--- src/rtl/wave_sequencer_pkg.sv ---
// Shared definitions for the waveform sequencer: address width, wave
// select codes, sequencer state encoding and a small state decode helper.
package wavegen_pkg;

    localparam int ADDR_W = 9;

    localparam logic [1:0] WAVE_SINE = 2'b00;
    localparam logic [1:0] WAVE_TRI  = 2'b01;
    localparam logic [1:0] WAVE_SQR  = 2'b10;
    localparam logic [1:0] WAVE_PWM  = 2'b11;

    typedef enum logic [1:0] {
        IDLE  = 2'b00,
        RUN   = 2'b01,
        PEND  = 2'b10,
        DRAIN = 2'b11
    } seq_state_t;

    // New settings can only be taken while nothing is already staged and
    // the sequencer is not winding down.
    function automatic logic accepts_cfg(input seq_state_t st);
        return (st == IDLE) || (st == RUN);
    endfunction

endpackage

--- src/rtl/phase_accumulator.sv ---
// DDS phase accumulator: adds the increment each enabled cycle, reports the
// carry out of the add (the period wrap) and exposes the table address.
module phase_accumulator
    import wavegen_pkg::*;
#(
    parameter int ACC_W = 24
) (
    input  logic              clk,
    input  logic              rst,
    input  logic              clear,
    input  logic              step,
    input  logic [ACC_W-1:0]  incr,
    output logic              wrap,
    output logic [ADDR_W-1:0] address
);

    logic [ACC_W-1:0] acc;
    logic [ACC_W:0]   sum;

    assign sum     = {1'b0, acc} + {1'b0, incr};
    assign wrap    = sum[ACC_W];
    assign address = acc[ACC_W-1 -: ADDR_W];

    // Phase register: clear has priority so a stop lands exactly on zero.
    always_ff @(posedge clk or posedge rst) begin
        if (rst) begin
            acc <= {ACC_W{1'b0}};
        end else if (clear) begin
            acc <= {ACC_W{1'b0}};
        end else if (step) begin
            acc <= sum[ACC_W-1:0];
        end else begin
            acc <= acc;
        end
    end

endmodule

--- src/rtl/wave_sequencer.sv ---
// Sequencer in front of the waveform shaping stage. Owns the phase
// accumulator, gates the shaping enable and holds the active wave, PWM and
// frequency settings. New settings and start/stop only take effect on a
// period boundary so the generated waveform never glitches mid-cycle.
module wave_sequencer
    import wavegen_pkg::*;
#(
    parameter int         ACC_W   = 24,
    parameter logic [6:0] RST_PWM = 7'd64
) (
    input  logic              clk,
    input  logic              rst,
    input  logic              run,
    input  logic              cfg_valid,
    output logic              cfg_ready,
    input  logic [1:0]        cfg_wave_word,
    input  logic [6:0]        cfg_pwm_word,
    input  logic [ACC_W-1:0]  cfg_freq_word,
    output logic              enable,
    output logic [1:0]        wave_word,
    output logic [6:0]        pwm_word,
    output logic [ADDR_W-1:0] address,
    output logic              period_tick,
    output logic              cfg_pending
);

    seq_state_t       state;
    logic [ACC_W-1:0] freq;
    logic [1:0]       staged_wave;
    logic [6:0]       staged_pwm;
    logic [ACC_W-1:0] staged_freq;

    logic acc_clear;
    logic acc_step;
    logic acc_wrap;
    logic wrap_eff;
    logic freq_zero;
    logic xfer;

    assign cfg_ready = accepts_cfg(state);
    assign xfer      = cfg_valid & cfg_ready;
    assign freq_zero = (freq == {ACC_W{1'b0}});

    phase_accumulator #(
        .ACC_W (ACC_W)
    ) u_phase (
        .clk     (clk),
        .rst     (rst),
        .clear   (acc_clear),
        .step    (acc_step),
        .incr    (freq),
        .wrap    (acc_wrap),
        .address (address)
    );

    // Accumulator control and effective wrap; a zero increment counts as an
    // immediate wrap while waiting on a boundary so PEND/DRAIN cannot stall.
    always_comb begin
        acc_clear = 1'b0;
        acc_step  = 1'b0;
        wrap_eff  = 1'b0;
        case (state)
            IDLE: begin
                acc_clear = 1'b1;
            end
            RUN: begin
                acc_step = 1'b1;
                wrap_eff = acc_wrap;
            end
            PEND: begin
                acc_step = 1'b1;
                wrap_eff = acc_wrap | freq_zero;
            end
            DRAIN: begin
                acc_step  = 1'b1;
                wrap_eff  = acc_wrap | freq_zero;
                acc_clear = acc_wrap | freq_zero;
            end
            default: begin
                acc_clear = 1'b1;
            end
        endcase
    end

    // Sequencer FSM with registered enable, settings, tick and pending flag.
    always_ff @(posedge clk or posedge rst) begin
        if (rst) begin
            state       <= IDLE;
            enable      <= 1'b0;
            wave_word   <= 2'b00;
            pwm_word    <= RST_PWM;
            freq        <= {ACC_W{1'b0}};
            period_tick <= 1'b0;
            cfg_pending <= 1'b0;
            staged_wave <= 2'b00;
            staged_pwm  <= 7'd0;
            staged_freq <= {ACC_W{1'b0}};
        end else begin
            case (state)
                IDLE: begin
                    period_tick <= 1'b0;
                    if (xfer) begin
                        wave_word <= cfg_wave_word;
                        pwm_word  <= cfg_pwm_word;
                        freq      <= cfg_freq_word;
                    end
                    if (run) begin
                        state  <= RUN;
                        enable <= 1'b1;
                    end else begin
                        enable <= 1'b0;
                    end
                end
                RUN: begin
                    period_tick <= wrap_eff;
                    if (xfer) begin
                        staged_wave <= cfg_wave_word;
                        staged_pwm  <= cfg_pwm_word;
                        staged_freq <= cfg_freq_word;
                        cfg_pending <= 1'b1;
                    end
                    if (!run) begin
                        state <= DRAIN;
                    end else if (xfer) begin
                        state <= PEND;
                    end else begin
                        state <= RUN;
                    end
                end
                PEND: begin
                    period_tick <= wrap_eff;
                    if (wrap_eff) begin
                        wave_word   <= staged_wave;
                        pwm_word    <= staged_pwm;
                        freq        <= staged_freq;
                        cfg_pending <= 1'b0;
                        state       <= RUN;
                    end else if (!run) begin
                        state <= DRAIN;
                    end else begin
                        state <= PEND;
                    end
                end
                DRAIN: begin
                    period_tick <= wrap_eff;
                    if (wrap_eff) begin
                        enable <= 1'b0;
                        state  <= IDLE;
                        if (cfg_pending) begin
                            wave_word   <= staged_wave;
                            pwm_word    <= staged_pwm;
                            freq        <= staged_freq;
                            cfg_pending <= 1'b0;
                        end
                    end
                end
                default: begin
                    state       <= IDLE;
                    enable      <= 1'b0;
                    period_tick <= 1'b0;
                end
            endcase
        end
    end

endmodule

--- config.mk ---
export PLATFORM = sky130hd
export DESIGN_NAME = wave_sequencer
export DESIGN_NICKNAME = d
export VERILOG_FILES = /design/src/rtl/wave_sequencer_pkg.sv /design/src/rtl/phase_accumulator.sv /design/src/rtl/wave_sequencer.sv
export SDC_FILE = /design/constraint.sdc
export NUM_CORES = 1
export LEC_CHECK = 0
export BUFFER_PORTS_ARGS = -buffer_cell sky130_fd_sc_hd__buf_2
export CORE_ASPECT_RATIO = 0.9
export CORE_MARGIN = 4
export CORE_UTILIZATION = 30
export DETAILED_ROUTE_END_ITERATION = 10
export GPL_ROUTABILITY_DRIVEN = 0
export PLACE_DENSITY_LB_ADDON = 0.1
export SLEW_MARGIN = 20
export SYNTH_ARGS = -nofsm -noshare
export SYNTH_HDL_FRONTEND = slang
export SYNTH_SLANG_ARGS = --single-unit
--- constraint.sdc ---
create_clock -name clk -period 3.45 [get_ports clk]
set_input_delay 0.5175 -clock clk [delete_from_list [all_inputs] [get_ports clk]]
set_output_delay 0.5175 -clock clk [all_outputs]
set_load 0.1 [all_outputs]
==> impl_results.md, run 1 <==
- Fin. max-slew vios: 0
- Most common cell after layout, fill and taps aside: dfrtp_1
- Worst path required time: 3.69 ns
- Register area share after synthesis: around 45%
- IO buf count: between 50 and 60
- Cell variety after synth: 60
- Starting Density: a little over 30%
- Post-layout min period: between 3 and 4 ns
- Cell taking the most area after synthesis: dfrtp_1
- First-pass GRT wire length: between 20000 and 25000 um
- Crit-path leading delay family: compound AO/OA/AOI/OAI gates
- Post-Syn Area per Cell: between 10 and 15 um^2
- Critical path startpoint category: register
- Cells along the critical path: ha_1 > inv_1 > fa_1 > nand2b_1 > a21o_1 > a21o_1 > a21o_1 > o41a_4 > nor2_8 > nand3b_4 > buf_4 > o221a_2
- Gr ovfl total: 0
- Top-area cell type share of the netlist area: between 40% and 50%
- Syn-to-layout area delta: 15.6%
- CTS Root Cell: clkbuf_16
- Die Span Y: between 100 and 150 um
- CP Max Fanout: 22
- Flip-flop and latch count after synthesis: 95
- Ys async rst share: between 90% and 100%
- Clock sinks: 95
- Post-Route WL: 13100 um
- Largest net degree at the start of global routing: 62
- Hold Crit Class: primary input to asynchronous set/reset pin
- Number of synthesis warnings: 0
- Final #Nets: 588
- Initial antenna violation count: 0
- Run status: finished clean
- # rows: 45
- Relative slew slack: 47.4%
- Share of layout cells above drive strength 1: between 30% and 40%
- CP max stage cell: o41a_4
- Io pins: 59
- TritonCTS clock tree: built
- Syn nets: roughly 530
- Hpwl dp: 9630 um
- Endpoint class of the critical path: register
- Crit path from: freq[0]
- DR vias/cell: ~5.0
- Synth Flop Type: dfrtp_1
- Critical path arrival: ~3.5 ns
- RSZ-0062 raised after global routing: no
- Max cap viols: 0
- Fillcell total: ~1.7k
- H-tree depth: 3
- WP buf/inv: 2
- Synth Instances: 464
- Final Hold Viols: 0
- Ant diodes: 0
- Die Width: roughly 150 um
- Routed WL per cell: approximately 17 um
- Vias in the first global route: ~4k
- Worst r2r src: freq[0]
- Final setup fails: 0
- # DRC: 0
- Setup tns final: 0 ns
- Slowest stage delay, CP: ~0.54 ns
- Clk Latency, worst-skew pair: around 0.36 ns
- Cts bufs inserted: 9
- Post-route antenna net violation count: 0
- Synth top area cells: dfrtp_1 44%, mux2_2 7.0%, ha_1 6.8%, o221a_2 6.3%, nand2b_1 4.8%
- Mapped Area: about 0.0053 mm^2
- Number of synthesized flops with an enable pin: 0
- Clock transition at path regs: 0.07 ns
- Die ar.: 0.0200 mm^2
- Worst Tran Pin Value: between 0.7 and 0.8 ns
- Fmax: 309 MHz
- Via count: roughly 3.8k
- Drt first pass iters: 4
- Clock Skew: about 0.011 ns
- Post-CTS Hold Fix Bufs: 0
- Core area: 0.0172 mm^2
- Number of DRC markers in iteration 0: roughly 250
- Setup CP Type: register to register
- Period utilization: between 90% and 100%
- Cell mode on critical path: a21o_1
- Leading cell types in the layout, fill and taps excluded: 94 x dfrtp_1, 58 x buf_2, 41 x nand2b_1
- GRT Resource Usage Total: between 10 and 15%
- Clock tree buffer depth: 2
## worst paths after layout
check | end | slack [ns] | cells after the start
max | pwm_word[0] | 0.22 | 12
min | staged_pwm[2] | 0.30 | 2
max reg2reg | pwm_word[0] | 0.22 | 12
min reg2reg | staged_freq[22] | 0.51 | 1
max in group asynchronous | pwm_word[6] | 2.36 | 3
min in group clk | staged_freq[8] | 0.39 | 2
## final cells by class
class	instances	area, um^2	share of cell area [%]
clock buffer	9	225	3.65
tap	235	294	4.77
multi-input combinational	334	2740	44.4
inverter	7	28.8	0.466
sequential	95	2380	38.6
timing repair buffer	74	435	7.06
clock inverter	7	66.3	1.07
## per-layer routing
metal	GRT usage, %	share of wire [%]	vias to the layer above
met3	3.76	4.6	9
met1	20.0	51	1865
li1	-	-	1863
met5	0	0	-
met2	20.7	44	77
met4	3.23	1.0	0
## synthesized netlist by cell type, types with 2 or more instances
cell,instances
o31ai_1,2
ha_1,29
a21oi_1,22
nor2_1,13
o21a_1,5
xnor2_1,14
o22ai_1,4
nor4_1,7
a211o_1,2
buf_4,9
o221a_1,3
mux2_2,33
and2_1,2
or2_2,3
xor2_1,5
and3_1,4
dfrtp_1,94
nand3_1,5
nor3_1,7
o21ai_0,11
nand2b_1,41
buf_1,3
a22o_1,20
o221a_2,30
nand3b_1,2
buf_6,8
a211oi_1,3
o21bai_1,2
o41ai_1,2
nand2_1,18
clkbuf_1,7
mux2i_1,2
a2111oi_0,2
inv_1,7
a21o_1,13
nor2b_1,6
## registers in the layout, indices dropped and copies added, names as in the netlist
register and count:
staged_freq 24, freq 24, wave_word 2, pwm_word 7, state 2, period_tick 1
u_phase.acc 24, staged_wave 2, enable 1, staged_pwm 7, cfg_pending 1
## worst reg2reg max path: stages, from the launching register on
cell and delay (ns):
dfrtp_1 0.38, ha_1 0.20, inv_1 0.07, fa_1 0.38, nand2b_1 0.19, a21o_1 0.21
a21o_1 0.20, a21o_1 0.21, o41a_4 0.54, nor2_8 0.15, nand3b_4 0.08, buf_4 0.25
o221a_2 0.28
## logic make-up after synthesis
logic type | count (synthesis) | synth area share (%)
AOI/OAI and AO/OA | 133 | 20.6
xor gates and xnor gates | 19 | 3.12
adders and majority gates | 30 | 7.18
buffers and inverters | 35 | 4.24
DFF | 95 | 44.6
muxes | 35 | 7.34
and+or+nand+nor | 117 | 12.9
## through the flow
stage          hold WS, ns  std cells  util (%)  area (um^2)  setup slack (ns)
2_1_floorplan        0.447        464         -         5340             0.457
3_3_place_gp         0.473        745      34.2         5870             0.280
3_5_place_dp         0.496        745      34.2         5870             0.211
4_1_cts              0.345        761      35.9         6160             0.178
5_1_grt              0.373        761      35.9         6170            0.0305
6_report             0.303        761      35.9         6170             0.216
## what timing repair did
item | 4_1_cts | 5_1_grt
resized for setup | 0 | 1
setup endpoints to repair | 0 | 1
buffers inserted | 0 | 0
Power of run 1 is left out: the tool's default activity adds up to more than one toggle a clock period on the data nets, which glitch-free logic cannot reach.
==> run 2: changes to the inputs <==
- ABC_CLOCK_PERIOD_IN_PS: not set -> 4100
- clock period: 3.45 -> 4.1 ns (I/O delays scaled with it)
==> run 2 against run 1 <==
Net effect:
- global-route usage is 0.17 points lower
- routed wire length fell by 0.34%
- critical path depth fell by 1
- clock skew shrank 0.0013 ns
- critical path type unchanged
- maximum frequency down 5.7%
- clock-buffer cell count up 2
- flip-flop and latch count unchanged
- sequential share of layout area rose by 0.61 points
- first-iteration DRC count is 2.8% higher
- setup slack gained 0.46 ns
- register-to-register slack improved by 0.46 ns
==> impl_results.md, run 2 (synthesis results as in run 1) <==
- Met1 WL: 6920 um (+4.5%)
- Die Width: 149 um (unchanged)
- Top layer used by detailed routing: met4
- Critical R2R Capture: freq[23]
- Gr ovfl total: 0 (unchanged)
- Run status: finished clean
- Final setup fails: 0 (unchanged)
- Critical path arrival: 3.67 ns (+0.20 ns)
- Fmax: 292 MHz (-5.7%)
- Setup tns final: 0 ns (unchanged)
- Routed WL per cell: 17.4 um (+1.1%)
- Post-DP Area: 0.00577 mm^2 (-1.8%)
- Placed Cells: 734 (-1.5%)
- Final WS setup: 0.671 ns (+0.455 ns)
- Slowest stage delay, CP: 0.54 ns (about the same)
- Flop-to-flop setup slack: 0.67 ns (+0.46 ns)
- Most common cell after layout, fill and taps aside: dfrtp_1
- CP max stage cell: o41a_4
- Clock sinks: 95 (unchanged)
- Syn-to-layout area delta: 13.8%
- Core area: 0.0172 mm^2 (unchanged)
- Setup bufs post-CTS: 0 (unchanged)
- DR vias/cell: 5.00 (-0.21%)
- Clock tree buffer depth: 2 (unchanged)
- Hpwl dp: 9170 um (-4.8%)
- Worst path required time: 4.34 ns (+0.65 ns)
- Cells along the critical path: ha_1 > inv_1 > fa_1 > nand2b_1 > a21o_1 > a21o_1 > a21o_1 > o41a_4 > nor2_8 > nand3b_4 > o221a_2
- Post-Route WL: 13100 um (-0.34%)
- WL met2: 5510 um (-4.1%)
- PostCTS Resize Cnt: 0 (unchanged)
- Vias in the first global route: 3894 (-0.84%)
- CP Max Fanout: 33 (+50%)
- # rows: 45 (unchanged)
- Clock transition at path regs: 0.07 ns (about the same)
- Initial antenna violation count: 0 (unchanged)
- Largest registers: freq: 24 flops, staged_freq: 24 flops, u_phase.acc: 24 flops
- Max cap viols: 0 (unchanged)
- Hold Crit Class: primary input to asynchronous set/reset pin
- Fin area: 0.00607 mm^2 (-1.6%)
- Relative slew slack: 31.7% (-16 points)
- Starting Density: 31.1% (unchanged)
- Worst Tran Pin Value: 1.02 ns (+0.234 ns)
- Clock Skew: 0.0101 ns (-0.00133 ns)
- Ant diodes: 0 (unchanged)
- RSZ-0062 raised after global routing: no
- Final Hold Viols: 0 (unchanged)
- Post-route antenna net violation count: 0 (unchanged)
- Cts bufs inserted: 9 (unchanged)
- Largest net degree at the start of global routing: 37 (-40%)
- # DRC: 0 (unchanged)
- Io pins: 59 (unchanged)
- Period utilization: 83.6% (-10 points)
- Fin cells: 750 (-1.4%)
- Critical path startpoint category: register
- Clk Latency, worst-skew pair: 0.35 ns (about the same)
- GRT Resource Usage Total: 13.7% (-0.17 points)
- Fin. max-slew vios: 0 (unchanged)
- Number of DRC markers in iteration 0: 254 (+2.8%)
- Die ar.: 0.0200 mm^2 (unchanged)
- Post-CTS Hold Fix Bufs: 0 (unchanged)
- Share of layout cells above drive strength 1: 30.1% (-1.5 points)
- Drt first pass iters: 4 (unchanged)
- IO buf count: 58 (unchanged)
- Cell mode on critical path: a21o_1
- TritonCTS clock tree: built
- Endpoint class of the critical path: register
- Worst reg2reg path depth: 11 (-1)
- Final #Nets: 577 (-1.9%)
- WL met3: 478 um (-20%)
- H-tree depth: 3 (unchanged)
- First-pass GRT wire length: 21400 um (-1.1%)
- Die Span Y: 135 um (unchanged)
- Setup CP Type: register to register
- Leading cell types in the layout, fill and taps excluded: 94 x dfrtp_1, 58 x buf_2, 41 x nand2b_1
- Place WS: 0.658 ns (+0.447 ns)
- CTS Root Cell: clkbuf_16
- Post-layout min period: 3.43 ns (+0.195 ns)
- Via count: 3751 (-1.7%)
- Worst r2r src: freq[0]
[run 2: final cells by class]
class / instances / area [um^2]
fill: 1727 / 11100
multi-input combinational: 334 / 2740
sequential: 95 / 2380
timing repair buffer: 63 / 328
tap: 235 / 294
clock buffer: 11 / 243
clock inverter: 5 / 63.8
inverter: 7 / 28.8
[run 2: per-stage QoR]
stage          hold slack, ns  utilization [%]
2_1_floorplan           0.447                -
4_1_cts                 0.281             35.4
5_1_grt                 0.310             35.4
6_report                0.272             35.4
3_5_place_dp            0.493             33.6
3_3_place_gp            0.477             33.6
[run 2: how the worst max path moves through the flow]
stage	from	endpoint	slack (ns)	depth (start not counted)
6_report	freq[0]	freq[23]	0.67	11
4_1_cts	freq[0]	freq[23]	0.65	11
3_5_place_dp	freq[0]	wave_word[0]	0.66	11
5_1_grt	freq[0]	freq[23]	0.46	11
2_1_floorplan	rst	cfg_pending	1.01	1
3_3_place_gp	freq[0]	freq[13]	0.72	11
[run 2: critical path, delay by kind of cell, from the launching register on]
| family | cells | cell delay [ns] |
|---|---|---|
| compound gates | 5 | 1.56 |
| buf+inv | 1 | 0.06 |
| fa+ha+maj | 2 | 0.57 |
| simple gates | 3 | 0.74 |
| flops | 1 | 0.38 |
[run 2: metal layers]
| layer | vias up | GRT usage (%) |
|---|---|---|
| li1 | 1839 | - |
| met1 | 1843 | 20.5 |
| met2 | 57 | 19.4 |
| met3 | 12 | 3.62 |
| met4 | 0 | 3.49 |
| met5 | - | 0 |
Power of run 2 is left out for the same reason.
==> run 3: changes to the inputs <==
- ABC_CLOCK_PERIOD_IN_PS: 4100 -> 3100
- clock period: 4.1 -> 3.1 ns (I/O delays scaled with it)
==> run 3 against run 2 <==
Net effect:
- routed wire length is 5.7% higher
- sequential share of layout area fell by 2.5 points
- global-route usage increased by 0.66 points
- utilization up 2.5 points
- non-clock buffer count is 33 higher
- setup slack got worse by 0.60 ns
- flip-flop and latch count unchanged
- final area is 7.0% higher
- worst hold slack better by 0.011 ns
- clock-buffer cell count unchanged
- first-iteration DRC count fell by 9.4%
==> impl_results.md, run 3 (synthesis results as in run 1) <==
- Clock tree buffer depth: 2 (unchanged)
- # rows: 45 (unchanged)
- TritonCTS clock tree: built
- Run status: finished clean
- Critical path arrival: 3.27 ns (-0.40 ns)
- Largest net degree at the start of global routing: 63 (+70%)
- Cts bufs inserted: 9 (unchanged)
- Final Hold Viols: 0 (unchanged)
- Flop-to-flop setup slack: 0.07 ns (-0.60 ns)
- Initial antenna violation count: 0 (unchanged)
- Drt first pass iters: 4 (unchanged)
- Cells along the critical path: ha_2 > inv_2 > fa_2 > nand2b_4 > a21o_1 > a21o_1 > a21o_1 > o41a_4 > buf_12 > nor2_8 > nand3b_4 > buf_12 > clkbuf_16 > o221a_2
- Crit-path leading delay family: compound AO/OA/AOI/OAI gates
- Setup CP Type: register to register
- CP Max Fanout: 7 (-79%)
- Routed WL per cell: 17.6 um (+1.2%)
- RSZ-0062 raised after global routing: yes
- Starting Density: 31.1% (unchanged)
- Critical path startpoint category: register
- Worst Tran Pin Value: 0.838 ns (-0.186 ns)
- Period utilization: 97.8% (+14 points)
- Syn-to-layout area delta: 21.8%
- First-pass GRT wire length: 22400 um (+4.9%)
- Number of DRC markers in iteration 0: 230 (-9.4%)
- Post-route antenna net violation count: 0 (unchanged)
- Worst path required time: 3.34 ns (-1.00 ns)
- Worst reg2reg path depth: 14 (+3)
- Hpwl dp: 9730 um (+6.1%)
- Fmax: 330 MHz (+13%)
- Die ar.: 0.0200 mm^2 (unchanged)
- Clk Latency, worst-skew pair: 0.35 ns (about the same)
- Setup tns final: 0 ns (unchanged)
- Share of layout cells above drive strength 1: 34.9% (+4.8 points)
- IO buf count: 58 (unchanged)
- Endpoint class of the critical path: register
- CTS Root Cell: clkbuf_16
- Max cap viols: 0 (unchanged)
- Die Width: 149 um (unchanged)
- Core area: 0.0172 mm^2 (unchanged)
- Via count: 3891 (+3.7%)
- Cell mode on critical path: a21o_1
- Leading cell types in the layout, fill and taps excluded: 94 x dfrtp_1, 58 x buf_2, 40 x nand2b_1
- # DRC: 0 (unchanged)
- GRT Resource Usage Total: 14.3% (+0.66 points)
- CP max stage cell: o41a_4
- Slowest stage delay, CP: 0.37 ns (-0.17 ns)
- Hold Crit Class: primary input to asynchronous set/reset pin
- Relative slew slack: 44.2% (+12 points)
- Clock transition at path regs: 0.07 ns (about the same)
- Post-CTS Hold Fix Bufs: 0 (unchanged)
- Largest registers: freq: 24 flops, staged_freq: 24 flops, u_phase.acc: 24 flops
- Clock Skew: 0.0104 ns (+0.000303 ns)
- H-tree depth: 3 (unchanged)
- Gr ovfl total: 0 (unchanged)
- Number of cells on the critical path: 14 (+3)
- Post-layout min period: 3.03 ns (-0.398 ns)
- Ant diodes: 0 (unchanged)
- Final #Nets: 610 (+5.7%)
- Most common cell after layout, fill and taps aside: dfrtp_1
- Post-Route WL: 13800 um (+5.7%)
- Die Span Y: 135 um (unchanged)
- Clock sinks: 95 (unchanged)
- Io pins: 59 (unchanged)
- Vias in the first global route: 3968 (+1.9%)
- DR vias/cell: 4.97 (-0.64%)
- WP buf/inv: 4 (+3)
- Final setup fails: 0 (unchanged)
- Fin. max-slew vios: 0 (unchanged)
==> run 3: cell types whose count changed in the layout (fill, tap and decap cells not counted), sizes merged <==
cell and delta:
clkinvlp +1, bufinv -1, bufbuf +1, clkbuf +1
buf +31
==> run 3: timing repair <==
action | in CTS | in global routing
pin swaps | 1 | 3
gates cloned | 2 | 1
buffers inserted | 2 | 6
resized for setup | 4 | 6
setup endpoints to repair | 31 | 33
==> run 3: area by class of cell <==
cell class / count / area [um^2]
clock inverters: 5 / 38.8
flip-flops and latches: 95 / 2380
well taps: 235 / 294
clock buffers: 11 / 243
fillers: 1709 / 10700
inverters: 7 / 28.8
repair buffers: 96 / 729
multi-input cells: 334 / 2780
==> run 3: per-layer routing <==
metal,up-vias,global-route usage (%),share of wire (%)
met5,-,0,0
met1,1915,20.8,51
met2,58,21.7,44
met4,0,2.92,0.80
li1,1911,-,-
met3,7,3.72,3.8
==> run 3: per-stage QoR <==
step / cell area, um^2 / std cells / setup slack, ns / hold WS, ns / util, %
after global placement: 6010 / 756 / 0.0356 / 0.465 / 35.0
final: 6500 / 783 / 0.0694 / 0.284 / 37.8
after global routing: 6500 / 783 / -0.0311 / 0.342 / 37.8
after floorplan: 5340 / 464 / 0.160 / 0.447 / -
after CTS: 6390 / 776 / 0.0338 / 0.315 / 37.2
after detailed placement: 6010 / 756 / -0.0259 / 0.475 / 35.0
==> run 3: worst paths after layout <==
| path | startpoint | end |
|---|---|---|
| min in group clk | cfg_pwm_word[5] | staged_pwm[5] |
| setup reg to reg | freq[0] | freq[3] |
| hold / removal | rst | staged_freq[16] |
| setup / recovery | freq[0] | freq[3] |
| hold reg to reg | u_phase.acc[7] | u_phase.acc[7] |
| max in group asynchronous | rst | freq[8] |
==> run 3: worst register-to-register path, delay by kind of cell (launching register included) <==
family | cells | cell delay, ns
simple gates | 3 | 0.38
fa+ha+maj | 2 | 0.53
compound gates | 5 | 1.15
flops | 1 | 0.36
buf+inv | 4 | 0.50
Power of run 3 is left out for the same reason.
